`src/rtl/tug_of_war_core.sv`:
```
// Tug-of-war game engine: debounced player keys drive a one-hot rope position,
// with per-round scoring, a post-point freeze and a first-to-WIN_SCORE match.
module tug_of_war_core #(
    parameter int N_LED           = 15,
    parameter int DEBOUNCE_CYCLES = 1000000,
    parameter int HOLD_CYCLES     = 50000000,
    parameter int WIN_SCORE       = 3,
    parameter int SCORE_W         = 2
) (
    input  logic               clk,
    input  logic               rst,
    input  logic               start,
    input  logic               key_l,
    input  logic               key_r,
    output logic [N_LED-1:0]   led,
    output logic [SCORE_W-1:0] score_l,
    output logic [SCORE_W-1:0] score_r,
    output logic               point_l,
    output logic               point_r,
    output logic [1:0]         winner,
    output logic [1:0]         state
);

    localparam int PW = $clog2(N_LED);
    localparam int C  = (N_LED - 1) / 2;
    localparam int DW = $clog2(DEBOUNCE_CYCLES + 1);
    localparam int HW = $clog2(HOLD_CYCLES + 1);

    typedef enum logic [1:0] {
        IDLE = 2'b00,
        PLAY = 2'b01,
        HOLD = 2'b10,
        DONE = 2'b11
    } state_t;

    state_t cur, nxt;

    // Index 0 is the left key, index 1 the right key.
    logic [1:0]    sync1, sync2, level, press;
    logic [DW-1:0] stable_cnt [2];

    logic [PW-1:0]      pos, pos_n;
    logic [HW-1:0]      hold_cnt, hold_n;
    logic [SCORE_W-1:0] score_l_n, score_r_n;
    logic [1:0]         winner_n;
    logic               point_l_n, point_r_n;

    always_ff @(posedge clk) begin
        if (rst) begin
            sync1 <= '0;
            sync2 <= '0;
            level <= '0;
            press <= '0;
            for (int unsigned k = 0; k < 2; k++) stable_cnt[k] <= '0;
        end else begin
            sync1 <= {key_r, key_l};
            sync2 <= sync1;
            press <= '0;
            for (int unsigned k = 0; k < 2; k++) begin
                if (sync2[k] == level[k]) begin
                    stable_cnt[k] <= '0;
                end else if (stable_cnt[k] == DW'(DEBOUNCE_CYCLES - 1)) begin
                    level[k]      <= sync2[k];
                    stable_cnt[k] <= '0;
                    press[k]      <= sync2[k];
                end else begin
                    stable_cnt[k] <= stable_cnt[k] + 1'b1;
                end
            end
        end
    end

    always_comb begin
        nxt       = cur;
        pos_n     = pos;
        hold_n    = hold_cnt;
        score_l_n = score_l;
        score_r_n = score_r;
        winner_n  = winner;
        point_l_n = 1'b0;
        point_r_n = 1'b0;
        case (cur)
            IDLE: begin
                if (start) nxt = PLAY;
            end
            PLAY: begin
                if (press[0] && !press[1]) begin
                    if (pos == PW'(N_LED - 2)) begin
                        pos_n     = PW'(N_LED - 1);
                        score_l_n = score_l + 1'b1;
                        point_l_n = 1'b1;
                        hold_n    = '0;
                        nxt       = HOLD;
                    end else begin
                        pos_n = pos + 1'b1;
                    end
                end else if (press[1] && !press[0]) begin
                    if (pos == PW'(1)) begin
                        pos_n     = '0;
                        score_r_n = score_r + 1'b1;
                        point_r_n = 1'b1;
                        hold_n    = '0;
                        nxt       = HOLD;
                    end else begin
                        pos_n = pos - 1'b1;
                    end
                end
            end
            HOLD: begin
                // The goal LED stays lit in DONE, so pos recentres only on resuming play.
                if (hold_cnt == HW'(HOLD_CYCLES)) begin
                    if (score_l == SCORE_W'(WIN_SCORE)) begin
                        nxt      = DONE;
                        winner_n = 2'b01;
                    end else if (score_r == SCORE_W'(WIN_SCORE)) begin
                        nxt      = DONE;
                        winner_n = 2'b10;
                    end else begin
                        nxt   = PLAY;
                        pos_n = PW'(C);
                    end
                end else begin
                    hold_n = hold_cnt + 1'b1;
                end
            end
            DONE: begin
                if (start) begin
                    score_l_n = '0;
                    score_r_n = '0;
                    winner_n  = 2'b00;
                    pos_n     = PW'(C);
                    nxt       = PLAY;
                end
            end
            default: nxt = IDLE;
        endcase
    end

    always_ff @(posedge clk) begin
        if (rst) begin
            cur      <= IDLE;
            pos      <= PW'(C);
            hold_cnt <= '0;
            score_l  <= '0;
            score_r  <= '0;
            winner   <= 2'b00;
            point_l  <= 1'b0;
            point_r  <= 1'b0;
            led      <= N_LED'(1) << C;
        end else begin
            cur      <= nxt;
            pos      <= pos_n;
            hold_cnt <= hold_n;
            score_l  <= score_l_n;
            score_r  <= score_r_n;
            winner   <= winner_n;
            point_l  <= point_l_n;
            point_r  <= point_r_n;
            led      <= N_LED'(1) << pos_n;
        end
    end

    assign state = cur;

endmodule

```
`config.mk`:
```
export PLATFORM = sky130hd
export DESIGN_NAME = tug_of_war_core
export DESIGN_NICKNAME = d
export VERILOG_FILES = /design/src/rtl/tug_of_war_core.sv
export SDC_FILE = /design/constraint.sdc
export NUM_CORES = 1
export LEC_CHECK = 0
export ABC_AREA = 1
export CELL_PAD_IN_SITES_DETAIL_PLACEMENT = 0
export CELL_PAD_IN_SITES_GLOBAL_PLACEMENT = 2
export CORE_MARGIN = 5
export CORE_UTILIZATION = 42
export CTS_BUF_LIST = sky130_fd_sc_hd__clkbuf_2
export DETAILED_ROUTE_END_ITERATION = 10
export DONT_BUFFER_PORTS = 1
export PLACE_DENSITY = 0.95
export SYNTH_ARGS = -nofsm -noshare
export SYNTH_HDL_FRONTEND = slang
export SYNTH_SLANG_ARGS = --single-unit
export TNS_END_PERCENT = 5
```
`constraint.sdc`:
```
create_clock -name clk -period 4.8 [get_ports clk]
set_input_delay 1.2 -clock clk [delete_from_list [all_inputs] [get_ports clk]]
set_output_delay 1.2 -clock clk [all_outputs]
set_load 0.02 [all_outputs]
```
==> results.txt <==
Biggest cell delay along the critical path: 0.63 ns
Pwr dens: 322 mW/mm^2
Post-CTS setup buffer count: 0
Slew HR: 0.523
Number of CTS-inserted buffers: 9
Seq/Total Area, Yosys: 0.418
Nets: 826
CP delay by family, top: simple AND/OR/NAND/NOR gates
Mean Syn Cell Area: 7.63 sq um
Port Buf Inserts: 0
GRT Overall Usage: 0.171
CTS max path bufs: 2
Post-CTS Resized: 0
FMAX: 0.318 GHz
Std cell rows: 43
Unrepaired setup endpoints after global routing: no
RR Startpoint: state[0]
Post-synth EDFFs: 40
Critical Path Stages: 7
Final Hold Viols: 0
Final setup TNS: 0 ns
Drt drc: 0
Final setup violating endpoints: 0
CTS tree: done
Clk sink count: 103
Post-layout min period: 3.14 ns
Final ANT Viol Nets: 0
YS warnings: 0
Share of cells above drive strength 1: 0.0642
Fill count: 1,432
Starting density of the core: 0.426
H-tree depth: 3
Wire length per cell: 13.6 microns
Number of global-route vias before repair: 4,870
Root Driver: clkbuf_2
Met2 WL: 6290 microns
Worst hold slack: 0.423 ns
Ports: 30
Slew at the pin closest to its max-slew limit: 0.714 ns
Final worst-path cycle share: 0.655
Die X: 128 microns
Antenna diodes: 0
Element type at the critical path start: register
Syn Std Cell Area: 0.00589 sq mm
Core Region: 0.0138 sq mm
CTS clk-pin slew, worst paths: 0.36 ns
Total power: 2.00 mW
Area after DPL: 0.00609 sq mm
Crit path from: state[0]
Post-DP HPWL: 9870 microns
Static Leak: 2.28 nW
Critical Path Sink: hold_cnt[5]
Worst-Skew Late Latency: 0.66 ns
Async SR Flop Fraction: 0
Synth cell types: 47
First-pass GRT wire length: 23,000 microns
WL met3: 570 microns
# hold bufs at CTS: 0
Layout overhead on the synthesized area: 5.33%
Post-Route Skew: 0.0572 ns
Max Slew Vio Count: 0
Critical Path RT: 5.38 ns
CP Max Fanout: 27
Max-cap check violation count: 0
Fin util: 0.449
CP arrival: 3.72 ns
Wirelength, routed: 13,400 microns
Post-Layout Inst Area: 0.00621 sq mm
Min-Delay Path Class: register to register
Synthesized flop and latch total: 103
DRT iter0 DRCs: 375
Routed met1 length: 6350 microns
Die height: 128 microns
Routed vias/inst: 4.98
Full die area: 0.0165 sq mm
Capture point of the worst reg-to-reg path: hold_cnt[5]
Total global routing overflow: 0
Highest Signal Layer: met4
GP Congestion: 0.887
CP Class: register to register
Crit-path most repeated cell: inv_1
Synth Instances: 773
Crit path cell chain: inv_1, ha_1, inv_1, nand4_4, nand2_4, nand3_1, a21oi_1
Vias: 4,932
DR pass1 iterations: 6
Crit path max-delay cell type: dfxtp_1
Antenna violations before repair: 0
Largest net degree at the start of global routing: 38
Top FF cell, synth: dfxtp_1
Worst r2r path cells: 7
Max IR drop VDD: 311 uV
CP endpoint kind: register
R2r setup slk: 1.66 ns
Status: completed
Buffers & Inverters on Critical Path: 2
==> state kept, by name, summed over array words and instances, names as in the netlist <==
name,flops
stable_cnt,40
hold_cnt,26
led,15
pos,4
level,2
press,2
score_l,2
score_r,2
state,2
sync1,2
sync2,2
winner,2
point_l,1
point_r,1
==> logic make-up after synthesis <==
| family | Yosys count | synth area share |
|---|---|---|
| buf+inv | 105 | 0.0855 |
| compound gates | 81 | 0.0768 |
| xor+xnor | 32 | 0.0475 |
| other cells | 1 | 0.000636 |
| simple gates | 435 | 0.338 |
| flops | 103 | 0.418 |
| fa+ha+maj | 16 | 0.0340 |
==> worst register-to-register path, stage by stage, from the launching register on <==
cell	delay [ns]
dfxtp_1	0.63
inv_1	0.14
ha_1	0.40
inv_1	0.61
nand4_4	0.54
nand2_4	0.46
nand3_1	0.13
a21oi_1	0.16
==> Yosys cell counts, types with 3 or more instances <==
cell type	n	area [sq um]
o211ai_1	3	22.5
a21oi_2	4	35.0
nor2_1	128	480
clkbuf_1	3	11.3
buf_6	5	56.3
o21bai_1	3	22.5
o21ai_0	13	65.1
a21oi_1	52	260
nand4_1	13	81.3
and3_1	3	18.8
dfxtp_1	63	1260
nand3_1	57	285
nand2_1	161	604
a31oi_1	3	18.8
nor3b_1	6	45.0
nor3_1	28	140
xnor2_1	7	61.3
edfxtp_1	40	1200
nor4_1	6	37.5
clkbuf_8	3	41.3
ha_1	16	200
or2_2	3	18.8
nand3_2	4	40.0
nor3_2	3	30.0
inv_1	83	312
buf_2	3	15.0
nand2_2	6	37.5
inv_2	3	11.3
nor2_2	4	25.0
xor2_1	25	219
==> layer usage <==
layer / vias up / global-route usage
li1: 2543 / -
met1: 2262 / 0.216
met2: 103 / 0.284
met5: - / 0
met4: 0 / 0.0587
met3: 24 / 0.0457
==> worst min-delay path by stage <==
stage | cells after the start | slack (ns) | from | end
3_3_place_gp | 2 | 0.40 | sync1[0] | sync2[0]
6_report | 2 | 0.42 | sync2[1] | press[1]
3_5_place_dp | 2 | 0.40 | sync1[1] | sync2[1]
5_1_grt | 1 | 0.44 | rst | hold_cnt[15]
4_1_cts | 2 | 0.44 | sync1[1] | sync2[1]
2_1_floorplan | 2 | 0.39 | sync1[0] | sync2[0]
==> metrics by stage <==
| step | std cells | setup WS, ns |
|---|---|---|
| after floorplan | 812 | 2.58 |
| after global placement | 974 | 1.81 |
| after detailed placement | 974 | 1.71 |
| after CTS | 990 | 1.62 |
| after global routing | 990 | 1.33 |
| final | 990 | 1.66 |
==> layout make-up <==
type                    instances  area [sq um]  share of cell area
multi-input cells             604          3070               0.495
clock buffers                   9          45.0             0.00726
clock inverters                 7          71.3              0.0115
well taps                     180           225              0.0363
repair buffers                  1          7.51             0.00121
flip-flops and latches        103          2460               0.397
inverters                      86           323              0.0520
==> power by group <==
part	total (mW)	switching (mW)	internal, mW	leakage, nW
Combinational	0.507	0.369	0.138	1.29
Clock	0.429	0.343	0.0865	0.0722
Sequential	1.06	0.0949	0.969	0.923
Total	2.00	0.807	1.19	2.28
==> cells in the final DEF (no fill, tap or decap), types with 2 or more instances in the layout <==
cell type and n:
inv_2 3, o21ai_0 13, and3_1 3, nor4_1 6
nor2_2 4, nor2_1 128, nand3b_1 2, a31oi_1 3
ha_1 16, o21bai_1 3, nor3_1 28, nand2_1 161
inv_6 3, nand3_1 57, xnor2_1 7, clkbuf_2 9
dfxtp_1 63, o211ai_1 3, a21oi_1 52, nand2_2 6
nand3_2 4, nor3b_1 6, conb_1 40, nand4_4 2
edfxtp_1 40, inv_1 83, a21oi_2 4, clkinv_4 2
nor2_4 2, nor3_2 3, nand4_1 13, or2_2 3
xor2_1 25
(Power assumes the default switching activity.)
